$ cat src/rtl/vend_pkg.sv
// Shared types and constants for the payout sequencer: states, fault codes, coin values.
package vend_pkg;

    typedef enum logic [2:0] {
        ST_IDLE,
        ST_PICK,
        ST_EJECT,
        ST_WAIT_SENSE,
        ST_GAP,
        ST_MOTOR,
        ST_FAULT
    } state_e;

    localparam logic [1:0] FC_BAD_REQ   = 2'b00;
    localparam logic [1:0] FC_NO_CHANGE = 2'b01;
    localparam logic [1:0] FC_COIN_JAM  = 2'b10;
    localparam logic [1:0] FC_ITEM_JAM  = 2'b11;

    localparam logic [2:0] NICKEL           = 3'd1;
    localparam logic [2:0] DIME             = 3'd2;
    localparam logic [2:0] MAX_CHANGE_UNITS = 3'd4;

    function automatic logic [2:0] coin_units(input logic is_dime);
        return is_dime ? DIME : NICKEL;
    endfunction

endpackage

$ cat src/rtl/vend_timer.sv
// Loadable down-counter; expired_o is high once the count has run down to zero.
module vend_timer #(
    parameter int W = 9
) (
    input  logic         clk,
    input  logic         reset_n,
    input  logic         load_i,
    input  logic [W-1:0] load_val_i,
    output logic         expired_o
);

    localparam logic [W-1:0] ONE = W'(1);

    logic [W-1:0] cnt_q;
    logic [W-1:0] cnt_d;

    always_comb begin
        cnt_d = cnt_q;
        if (load_i) begin
            cnt_d = load_val_i;
        end else if (cnt_q != '0) begin
            cnt_d = cnt_q - ONE;
        end
    end

    always_ff @(posedge clk or negedge reset_n) begin
        if (!reset_n) begin
            cnt_q <= '0;
        end else begin
            cnt_q <= cnt_d;
        end
    end

    assign expired_o = (cnt_q == '0);

endmodule

$ cat src/rtl/vend_payout_sequencer.sv
// Payout sequencer: ejects change one coin at a time (dimes first), then runs the item motor.
module vend_payout_sequencer
    import vend_pkg::*;
#(
    parameter int PULSE_CYC     = 4,
    parameter int GAP_CYC       = 8,
    parameter int SENSE_TIMEOUT = 64,
    parameter int MOTOR_TIMEOUT = 256,
    parameter int CNT_W         = 8
) (
    input  logic             clk,
    input  logic             reset_n,
    input  logic             start,
    input  logic [2:0]       change_units,
    input  logic             coin_sensed,
    input  logic             item_sensed,
    input  logic             inv_load,
    input  logic [CNT_W-1:0] inv_nickels,
    input  logic [CNT_W-1:0] inv_dimes,
    input  logic             clear_fault,
    output logic             eject5,
    output logic             eject10,
    output logic             motor_on,
    output logic             busy,
    output logic             done,
    output logic             fault,
    output logic [1:0]       fault_code,
    output logic [CNT_W-1:0] nickel_cnt,
    output logic [CNT_W-1:0] dime_cnt
);

    localparam int TMR_W = $clog2(MOTOR_TIMEOUT + SENSE_TIMEOUT + PULSE_CYC + GAP_CYC);
    localparam logic [TMR_W-1:0] PULSE_LD = TMR_W'(PULSE_CYC - 1);
    localparam logic [TMR_W-1:0] GAP_LD   = TMR_W'(GAP_CYC - 1);
    localparam logic [TMR_W-1:0] SENSE_LD = TMR_W'(SENSE_TIMEOUT - 1);
    localparam logic [TMR_W-1:0] MOTOR_LD = TMR_W'(MOTOR_TIMEOUT - 1);
    localparam logic [CNT_W-1:0] CNT_ONE  = CNT_W'(1);

    function automatic logic [CNT_W-1:0] sat_dec(input logic [CNT_W-1:0] v);
        return (v == '0) ? v : v - CNT_ONE;
    endfunction

    state_e           state_q;
    logic [2:0]       remaining_q;
    logic             coin_dime_q;
    logic             sensed_q;
    logic             eject5_q, eject10_q, motor_q, busy_q, done_q, fault_q;
    logic [1:0]       fault_code_q;
    logic [CNT_W-1:0] nickel_cnt_q, dime_cnt_q;

    logic             pick_dime, pick_nickel;
    logic             enter_eject, enter_gap, enter_motor;
    logic             ph_load, wd_load, ph_exp, wd_exp;
    logic [TMR_W-1:0] ph_val, wd_val;

    assign pick_dime   = (remaining_q >= DIME) && (dime_cnt_q != '0);
    assign pick_nickel = (nickel_cnt_q != '0);
    assign enter_eject = (state_q == ST_PICK) && (remaining_q != 3'd0) && (pick_dime || pick_nickel);
    assign enter_gap   = ((state_q == ST_EJECT) && ph_exp && (sensed_q || coin_sensed)) ||
                         ((state_q == ST_WAIT_SENSE) && coin_sensed);
    assign enter_motor = ((state_q == ST_IDLE) && start && (change_units == 3'd0)) ||
                         ((state_q == ST_PICK) && (remaining_q == 3'd0));

    // Phase timer paces pulse/gap; watchdog covers sense and motor timeouts, both from state entry.
    assign ph_load = enter_eject || enter_gap;
    assign ph_val  = enter_eject ? PULSE_LD : GAP_LD;
    assign wd_load = enter_eject || enter_motor;
    assign wd_val  = enter_eject ? SENSE_LD : MOTOR_LD;

    vend_timer #(.W(TMR_W)) u_phase_tmr (
        .clk        (clk),
        .reset_n    (reset_n),
        .load_i     (ph_load),
        .load_val_i (ph_val),
        .expired_o  (ph_exp)
    );

    vend_timer #(.W(TMR_W)) u_wdog_tmr (
        .clk        (clk),
        .reset_n    (reset_n),
        .load_i     (wd_load),
        .load_val_i (wd_val),
        .expired_o  (wd_exp)
    );

    always_ff @(posedge clk or negedge reset_n) begin
        if (!reset_n) begin
            state_q      <= ST_IDLE;
            remaining_q  <= 3'd0;
            coin_dime_q  <= 1'b0;
            sensed_q     <= 1'b0;
            eject5_q     <= 1'b0;
            eject10_q    <= 1'b0;
            motor_q      <= 1'b0;
            busy_q       <= 1'b0;
            done_q       <= 1'b0;
            fault_q      <= 1'b0;
            fault_code_q <= 2'b00;
            nickel_cnt_q <= '0;
            dime_cnt_q   <= '0;
        end else begin
            done_q <= 1'b0;
            case (state_q)
                ST_IDLE: begin
                    if (inv_load) begin
                        nickel_cnt_q <= inv_nickels;
                        dime_cnt_q   <= inv_dimes;
                    end
                    if (start) begin
                        busy_q <= 1'b1;
                        if (change_units > MAX_CHANGE_UNITS) begin
                            state_q      <= ST_FAULT;
                            fault_q      <= 1'b1;
                            fault_code_q <= FC_BAD_REQ;
                        end else if (change_units == 3'd0) begin
                            state_q <= ST_MOTOR;
                            motor_q <= 1'b1;
                        end else begin
                            remaining_q <= change_units;
                            state_q     <= ST_PICK;
                        end
                    end
                end
                ST_PICK: begin
                    sensed_q <= 1'b0;
                    if (remaining_q == 3'd0) begin
                        state_q <= ST_MOTOR;
                        motor_q <= 1'b1;
                    end else if (pick_dime) begin
                        state_q     <= ST_EJECT;
                        coin_dime_q <= 1'b1;
                        eject10_q   <= 1'b1;
                        dime_cnt_q  <= sat_dec(dime_cnt_q);
                    end else if (pick_nickel) begin
                        state_q      <= ST_EJECT;
                        coin_dime_q  <= 1'b0;
                        eject5_q     <= 1'b1;
                        nickel_cnt_q <= sat_dec(nickel_cnt_q);
                    end else begin
                        state_q      <= ST_FAULT;
                        fault_q      <= 1'b1;
                        fault_code_q <= FC_NO_CHANGE;
                    end
                end
                ST_EJECT: begin
                    // Only the first sensor pulse per coin is credited.
                    if (coin_sensed && !sensed_q) begin
                        sensed_q    <= 1'b1;
                        remaining_q <= remaining_q - coin_units(coin_dime_q);
                    end
                    if (ph_exp) begin
                        eject5_q  <= 1'b0;
                        eject10_q <= 1'b0;
                        state_q   <= (sensed_q || coin_sensed) ? ST_GAP : ST_WAIT_SENSE;
                    end
                end
                ST_WAIT_SENSE: begin
                    if (coin_sensed) begin
                        remaining_q <= remaining_q - coin_units(coin_dime_q);
                        state_q     <= ST_GAP;
                    end else if (wd_exp) begin
                        state_q      <= ST_FAULT;
                        fault_q      <= 1'b1;
                        fault_code_q <= FC_COIN_JAM;
                    end
                end
                ST_GAP: begin
                    if (ph_exp) begin
                        state_q <= ST_PICK;
                    end
                end
                ST_MOTOR: begin
                    if (item_sensed) begin
                        motor_q <= 1'b0;
                        done_q  <= 1'b1;
                        busy_q  <= 1'b0;
                        state_q <= ST_IDLE;
                    end else if (wd_exp) begin
                        motor_q      <= 1'b0;
                        state_q      <= ST_FAULT;
                        fault_q      <= 1'b1;
                        fault_code_q <= FC_ITEM_JAM;
                    end
                end
                ST_FAULT: begin
                    if (clear_fault) begin
                        fault_q     <= 1'b0;
                        busy_q      <= 1'b0;
                        remaining_q <= 3'd0;
                        state_q     <= ST_IDLE;
                    end
                end
                default: begin
                    state_q <= ST_IDLE;
                end
            endcase
        end
    end

    assign eject5     = eject5_q;
    assign eject10    = eject10_q;
    assign motor_on   = motor_q;
    assign busy       = busy_q;
    assign done       = done_q;
    assign fault      = fault_q;
    assign fault_code = fault_code_q;
    assign nickel_cnt = nickel_cnt_q;
    assign dime_cnt   = dime_cnt_q;

endmodule

$ cat config.mk
export PLATFORM = sky130hd
export DESIGN_NAME = vend_payout_sequencer
export DESIGN_NICKNAME = d
export VERILOG_FILES = /design/src/rtl/vend_pkg.sv /design/src/rtl/vend_timer.sv /design/src/rtl/vend_payout_sequencer.sv
export SDC_FILE = /design/constraint.sdc
export NUM_CORES = 1
export LEC_CHECK = 0
export CORE_ASPECT_RATIO = 0.7
export CORE_UTILIZATION = 35
export CTS_BUF_LIST = sky130_fd_sc_hd__clkbuf_2 sky130_fd_sc_hd__clkbuf_4 sky130_fd_sc_hd__clkbuf_8
export CTS_CLUSTER_DIAMETER = 200
export CTS_CLUSTER_SIZE = 12
export DETAILED_ROUTE_END_ITERATION = 7
export PLACE_DENSITY = 0.63
export RECOVER_POWER = 100
export SLEW_MARGIN = 15
export SYNTH_ARGS = -nofsm -noshare
export SYNTH_HDL_FRONTEND = slang
export SYNTH_SLANG_ARGS = --single-unit
$ cat constraint.sdc
create_clock -name clk -period 2.38 [get_ports clk]
set_clock_uncertainty 0.1 [all_clocks]
set_input_delay 0.238 -clock clk [delete_from_list [all_inputs] [get_ports clk]]
set_output_delay 0.238 -clock clk [all_outputs]
set_load 0.02 [all_outputs]
==> impl_results.md, run 1 <==
* P&R area growth vs syn at 28.9%
* First-pass GRT wire length at 13400 um
* Pin count of the biggest net entering global routing at 51
* Pins Over Slew Limit at 0
* Initial antenna violation count at 0
* Grt ovf at 0
* Cell count of the worst reg-to-reg path at 6
* FFs w/ async S/R, synth at 100%
* Fin Setup TNS at 0 ps
* Largest area contributor in the netlist: dfrtp_1
* Ys flop type: dfrtp_1
* Area contributors post-synth: dfrtp_1 40%, a21oi_1 7.7%, nand2_1 5.2%, o21ai_0 3.8%, ha_1 3.2%
* Leak pwr at ~1.6 nW
* Hold Crit Depth at 3
* Vias in the first global route at approximately 2700
* Fin. Hold Viols at 0
* Clock period minus worst slack at 2250 ps
* CTS H-Tree Depth at 2
* TritonCTS buffer count at 5
* Total Wirelength at about 8000 um
* IR drop worst, VDD at between 400 and 500 uV
* Crit end category: flip-flop
* Worst endpoint required time at approximately 2500 ps
* Critical Path AT at 2350 ps
* Die area at 0.00934 mm^2
* Clock root buffer: clkbuf_8
* Total number of vias at slightly below 3000
* Core area at about 0.0085 mm^2
* Clock transition at path regs at 90 ps
* CP max stage cell: or4b_1
* I/O pin cnt at 50
* Number of routed nets with antenna violations at 0
* Drt first pass iters at 4
* Top cells by count, synth: 50 x dfrtp_1, 48 x a21oi_1, 43 x nand2_1
* Setup Viol. Count Final at 0
* Syn_area_per_cell at 8.44 um^2
* RSZ-0062 raised after global routing: no
* Synth cell types at 54
* CP top delay family: simple AND/OR/NAND/NOR gates
* DR WL/cell at 14.0 um
* Final Cell Area at slightly above 0.004 mm^2
* Layout cells sized above 1 at 12.3%
* Reg2reg end: state_q[2]
* Fin cells at 560
* Seq/Total Area, Yosys at 40.0%
* Synthesized area at 0.00313 mm^2
* Period utilization at around 95%
* EDFF count, synth at 0
* Antenna Cells at 0
* Top cell type's share of synthesized area at around 40%
* Worst path bufs/invs at 2
* Post-place setup slack at -38.8 ps
* Pwr Total at around 4.9 mW
* Placed inst area at approximately 0.0039 mm^2
* Max incr delay on CP at around 540 ps
* Hold crit path type: in2reg
* Worst-Skew Late Latency at between 300 and 400 ps
* Starting DRT DRC Count at approximately 220
* Hold Crit Start: inv_nickels[0]
* Starting Density at between 30% and 40%
* Worst Max-Slew Pin Slew at 1250 ps
* PortBufs at 49
* Net count after synthesis at 406
* CTS tree: done
* # DRC at 0
* Status: finished, final reports clean
* Cells after synthesis at 371
* GPL Wtd Cong at approximately 0.82
* # clock sinks at 50
* CP max FO at 6
* Final WS setup at approximately 130 ps
* Reg-to-reg slack, setup at about 130 ps
* Detailed placer's ending HPWL at around 5900 um
* Vias per Instance at 5.28
* Nets at between 400 and 500
* Count leader, synth: dfrtp_1
* P per Cell Area at 1210 mW/mm^2
* Hold endpoint: nickel_cnt[0]
* Die X at 115 um
* Worst setup SP type: flip-flop
* Synth Warn # at 0
* Placed insts at between 500 and 600
* Worst-path cell chain: inv_1 -> ha_1 -> or4b_1 -> or2_0 -> clkbuf_2 -> a311o_1
* Num rows at 28
* Max transition margin at roughly 17%
* Maximum clock frequency at approximately 440 MHz
* Total track usage at a little under a fifth
* Reg2Reg Launch Point: u_phase_tmr.cnt_q[0]
* Die height at about 81 um
* Max clock buf depth at 2
* Crit path kind: reg2reg
* Synthesis-stage register bit count at 50
* Max_cap viols at 0
## cell type report
| class | count | area (um^2) |
|---|---|---|
| inverters | 21 | 78.8 |
| clock inverters | 1 | 5.00 |
| repair buffers | 81 | 734 |
| well taps | 120 | 150 |
| fillers | 870 | 4510 |
| clock buffers | 7 | 90.1 |
| multi-input cells | 280 | 1730 |
| flip-flops and latches | 50 | 1250 |
## per-layer routing
| metal | up-vias | share of wire [%] | global-route usage (%) |
|---|---|---|---|
| met2 | 57 | 41 | 24.8 |
| met5 | - | 0 | 0 |
| met1 | 1413 | 54 | 29.2 |
| met3 | 14 | 3.6 | 3.36 |
| met4 | 0 | 1.2 | 5.19 |
| li1 | 1473 | - | - |
## worst register-to-register path: stages (launching register included)
cell	delay, ps
dfrtp_1	420
inv_1	70
ha_1	180
or4b_1	540
or2_0	300
clkbuf_2	180
a311o_1	360
## cells in the final DEF, fill, tap and decap left out, types with 4 or more instances in the layout
cell              n
dfrtp_1          50
a21oi_1          47
nand2_1          43
dlygate4sd3_1    25
clkdlybuf4s50_1  24
o21ai_0          23
buf_4            23
nor2_1           22
inv_1            21
nand3_1          16
nand2b_1         12
nor3_1           12
o22ai_1          10
or3_1             9
o211ai_1          7
ha_1              7
clkbuf_8          6
xor2_1            5
xnor2_1           5
or4_1             4
nor4_1            4
nor2b_1           4
## cells by family after synthesis
family	count (synthesis)	synth area share, %
and+or+nand+nor	141	23.4
AOI/OAI and AO/OA	119	24.2
DFF	50	40.0
buffers and inverters	41	5.55
xor gates and xnor gates	10	2.80
adders and majority gates	9	3.84
muxes	1	0.320
## registers in the layout, indices dropped and copies added (netlist names), 2 cells and up
name / cells
dime_cnt: 8
fault_code: 2
nickel_cnt: 8
remaining_q: 3
state_q: 3
u_phase_tmr.cnt_q: 9
u_wdog_tmr.cnt_q: 9
## worst max path at each step
| stage | to | start | cells after the start |
|---|---|---|---|
| after CTS | u_phase_tmr.cnt_q[1] | nickel_cnt[1] | 7 |
| final | state_q[2] | u_phase_tmr.cnt_q[0] | 6 |
| after detailed placement | fault | dime_cnt[0] | 7 |
| after global placement | fault | dime_cnt[0] | 7 |
| after global routing | u_phase_tmr.cnt_q[3] | u_phase_tmr.cnt_q[0] | 7 |
| after floorplan | u_phase_tmr.cnt_q[1] | dime_cnt[0] | 8 |
## where the power goes
part | leakage (nW) | switching [mW] | internal [mW]
Sequential | 0.583 | 0.318 | 1.21
Combinational | 1.00 | 1.58 | 1.24
Clock | 0.0517 | 0.292 | 0.247
## what timing repair did
action	in CTS	in global routing
hold buffers	1	0
gates resized for setup	0	8
setup buffers	0	0
endpoints found under the hold margin	50	0
endpoints found under the setup margin	2	26
pin swaps	1	2
## metrics by stage
stage                     utilization [%]  hold WS, ps
after floorplan                         -         -158
after global placement               46.2          154
after detailed placement             46.2          155
after CTS                            47.4          341
after global routing                 47.2          372
final                                47.2          374
No activity file was read; power rests on OpenSTA's default activity.
==> inputs of run 2 (changes only) <==
--- a/config.mk
+++ b/config.mk
@@ -6,12 +6,12 @@
 export NUM_CORES = 1
 export LEC_CHECK = 0
 export CORE_ASPECT_RATIO = 0.7
-export CORE_UTILIZATION = 35
-export CTS_BUF_LIST = sky130_fd_sc_hd__clkbuf_2 sky130_fd_sc_hd__clkbuf_4 sky130_fd_sc_hd__clkbuf_8
+export CORE_UTILIZATION = 50
+export CTS_BUF_LIST = sky130_fd_sc_hd__clkbuf_4 sky130_fd_sc_hd__clkbuf_8
 export CTS_CLUSTER_DIAMETER = 200
 export CTS_CLUSTER_SIZE = 12
 export DETAILED_ROUTE_END_ITERATION = 7
-export PLACE_DENSITY = 0.63
+export PLACE_DENSITY = 0.83
 export RECOVER_POWER = 100
 export SLEW_MARGIN = 15
 export SYNTH_ARGS = -nofsm -noshare
==> run 2 against run 1 <==
Against the previous run:
- non-clock buffer count is 1 lower
- final area is 1.1% lower
- fmax is 1.1% lower
- sequential power hardly changed
- largest cell class unchanged
- via count is 3.2% higher
- setup slack worse by 25 ps
==> impl_results.md, run 2 (synthesis gave the netlist of run 1 again) <==
* # DRC at 0 (unchanged)
* Starting DRT DRC Count at 213 (was 221)
* Initial antenna violation count at 0 (unchanged)
* Crit path kind: reg2reg (unchanged)
* Clock transition at path regs at 100 ps (was 90 ps)
* Critical Path AT at 2370 ps (was 2350 ps)
* PortBufs at 49 (unchanged)
* Final core utilization at 68.0% (was 47.2%)
* CTS H-Tree Depth at 2 (unchanged)
* CP max FO at 6 (unchanged)
* Layout cells sized above 1 at 11.8% (was 12.3%)
* Total number of vias at 3053 (was 2957)
* Maximum clock frequency at 440 MHz (was 444 MHz)
* Total track usage at 24.8% (was 18.4%)
* Leak pwr at 1.64 nW (about the same)
* Fin cells at 514 (was 560)
* Total Wirelength at 7810 um (was 7850 um)
* Num rows at 23 (was 28)
* Setup Viol. Count Final at 0 (unchanged)
* # fillers at 480 (was 870)
* Commonest non-fill, non-tap cell in the layout: dfrtp_1 (unchanged)
* Nets at 473 (was 474)
* Placed insts at 504 (was 551)
* RSZ-0062 raised after global routing: no (unchanged)
* Antenna Cells at 0 (unchanged)
* Status: finished, final reports clean (unchanged)
* Fin. Hold Viols at 0 (unchanged)
* Die height at 68.2 um (was 81.1 um)
* Cell count of the worst reg-to-reg path at 6 (unchanged)
* TritonCTS buffer count at 5 (unchanged)
* Hold crit path type: in2reg (unchanged)
* GPL Wtd Cong at 0.846 (was 0.816)
* Grt ovf at 0 (unchanged)
* IR drop worst, VDD at 661 uV (was 474 uV)
* First-pass GRT wire length at 12600 um (was 13400 um)
* Clock period minus worst slack at 2280 ps (was 2250 ps)
* Worst Max-Slew Pin Slew at 1240 ps (was 1250 ps)
* Max_cap viols at 0 (unchanged)
* Worst setup SP type: flip-flop (unchanged)
* I/O pin cnt at 50 (unchanged)
* Die X at 96.6 um (was 115 um)
* Pins Over Slew Limit at 0 (unchanged)
* Most frequent cells in the layout: 50 x dfrtp_1, 47 x a21oi_1, 43 x nand2_1 (unchanged)
* Largest registers: u_phase_tmr.cnt_q x9, u_wdog_tmr.cnt_q x9 (unchanged)
* Vias in the first global route at 2654 (was 2711)
* Vias per Instance at 5.94 (was 5.28)
* Clock root buffer: clkbuf_8 (unchanged)
* Core area at 0.00587 mm^2 (was 0.00855 mm^2)
* Period utilization at 95.6% (was 94.5%)
* Die area at 0.00659 mm^2 (was 0.00934 mm^2)
* Hold Crit Depth at 3 (unchanged)
* Max transition margin at 17.5% (was 16.9%)
* P&R area growth vs syn at 27.4% (was 28.9%)
* Worst-Skew Late Latency at 310 ps (about the same)
* Detailed placer's ending HPWL at 5760 um (was 5900 um)
* Max clock buf depth at 2 (unchanged)
* Number of routed nets with antenna violations at 0 (unchanged)
* CTS tree: done (unchanged)
* Worst endpoint required time at 2480 ps (about the same)
* Drt first pass iters at 5 (was 4)
* Crit end category: flip-flop (unchanged)
* DR WL/cell at 15.2 um (was 14.0 um)
* Starting Density at 53.3% (was 36.6%)
* # clock sinks at 50 (unchanged)
* P per Cell Area at 1240 mW/mm^2 (was 1210 mW/mm^2)
* Pin count of the biggest net entering global routing at 39 (was 51)
run 2: area by class of cell:
type | instances | area [um^2] | share of cell area (%)
Sequential cell | 50 | 1250 | 31.4
Timing Repair Buffer | 80 | 733 | 18.4
Inverter | 21 | 78.8 | 1.98
Clock inverter | 2 | 37.5 | 0.941
Multi-Input combinational cell | 280 | 1720 | 43.1
Clock buffer | 6 | 76.3 | 1.91
Tap cell | 75 | 93.8 | 2.35
run 2: timing repair:
action,in CTS,in global routing
resized for setup,0,7
endpoints found under the hold margin,21,0
pin swaps,1,2
hold buffers,1,0
setup endpoints to repair,2,7
buffers inserted,0,1
run 2: where the power goes:
part / switching [mW] / internal [mW] / total [mW] / leakage [nW]
Combinational: 1.60 / 1.23 / 2.83 / 1.00
Sequential: 0.313 / 1.21 / 1.53 / 0.583
Clock: 0.289 / 0.325 / 0.614 / 0.0548
run 2: per-layer routing:
layer | up-vias | part of all wire [%] | track usage (%)
met3 | 7 | 7.1 | 4.44
met2 | 129 | 44 | 35.5
met1 | 1458 | 49 | 38.3
met5 | - | 0 | 0
li1 | 1459 | - | -
met4 | 0 | 0.78 | 6.07
run 2: critical path: stages, from the launching register on:
cell	delay, ps
dfrtp_1	420
inv_1	70
ha_1	210
or4b_1	530
or2_0	290
clkbuf_2	190
a311o_1	370
run 2: through the flow:
step           cell area (um^2)  setup WS [ps]  power [mW]  setup TNS [ps]  hold slack [ps]
2_1_floorplan              3130           11.0        3.30               0             -158
3_3_place_gp               3860           58.0        4.27               0              147
3_5_place_dp               3860          -17.6        4.37           -17.6              142
4_1_cts                    3990           34.2        5.00               0              347
5_1_grt                    3990           12.5        5.36               0              410
6_report                   3990            105        4.97               0              391
run 2: final timing paths:
check	start	to	slack, ps
setup / recovery	u_phase_tmr.cnt_q[0]	state_q[2]	100
hold / removal	inv_nickels[0]	nickel_cnt[0]	390
setup reg to reg	u_phase_tmr.cnt_q[0]	state_q[2]	100
hold reg to reg	motor_on	motor_on	410
max in group asynchronous	reset_n	remaining_q[2]	810
min in group asynchronous	reset_n	u_phase_tmr.cnt_q[5]	600
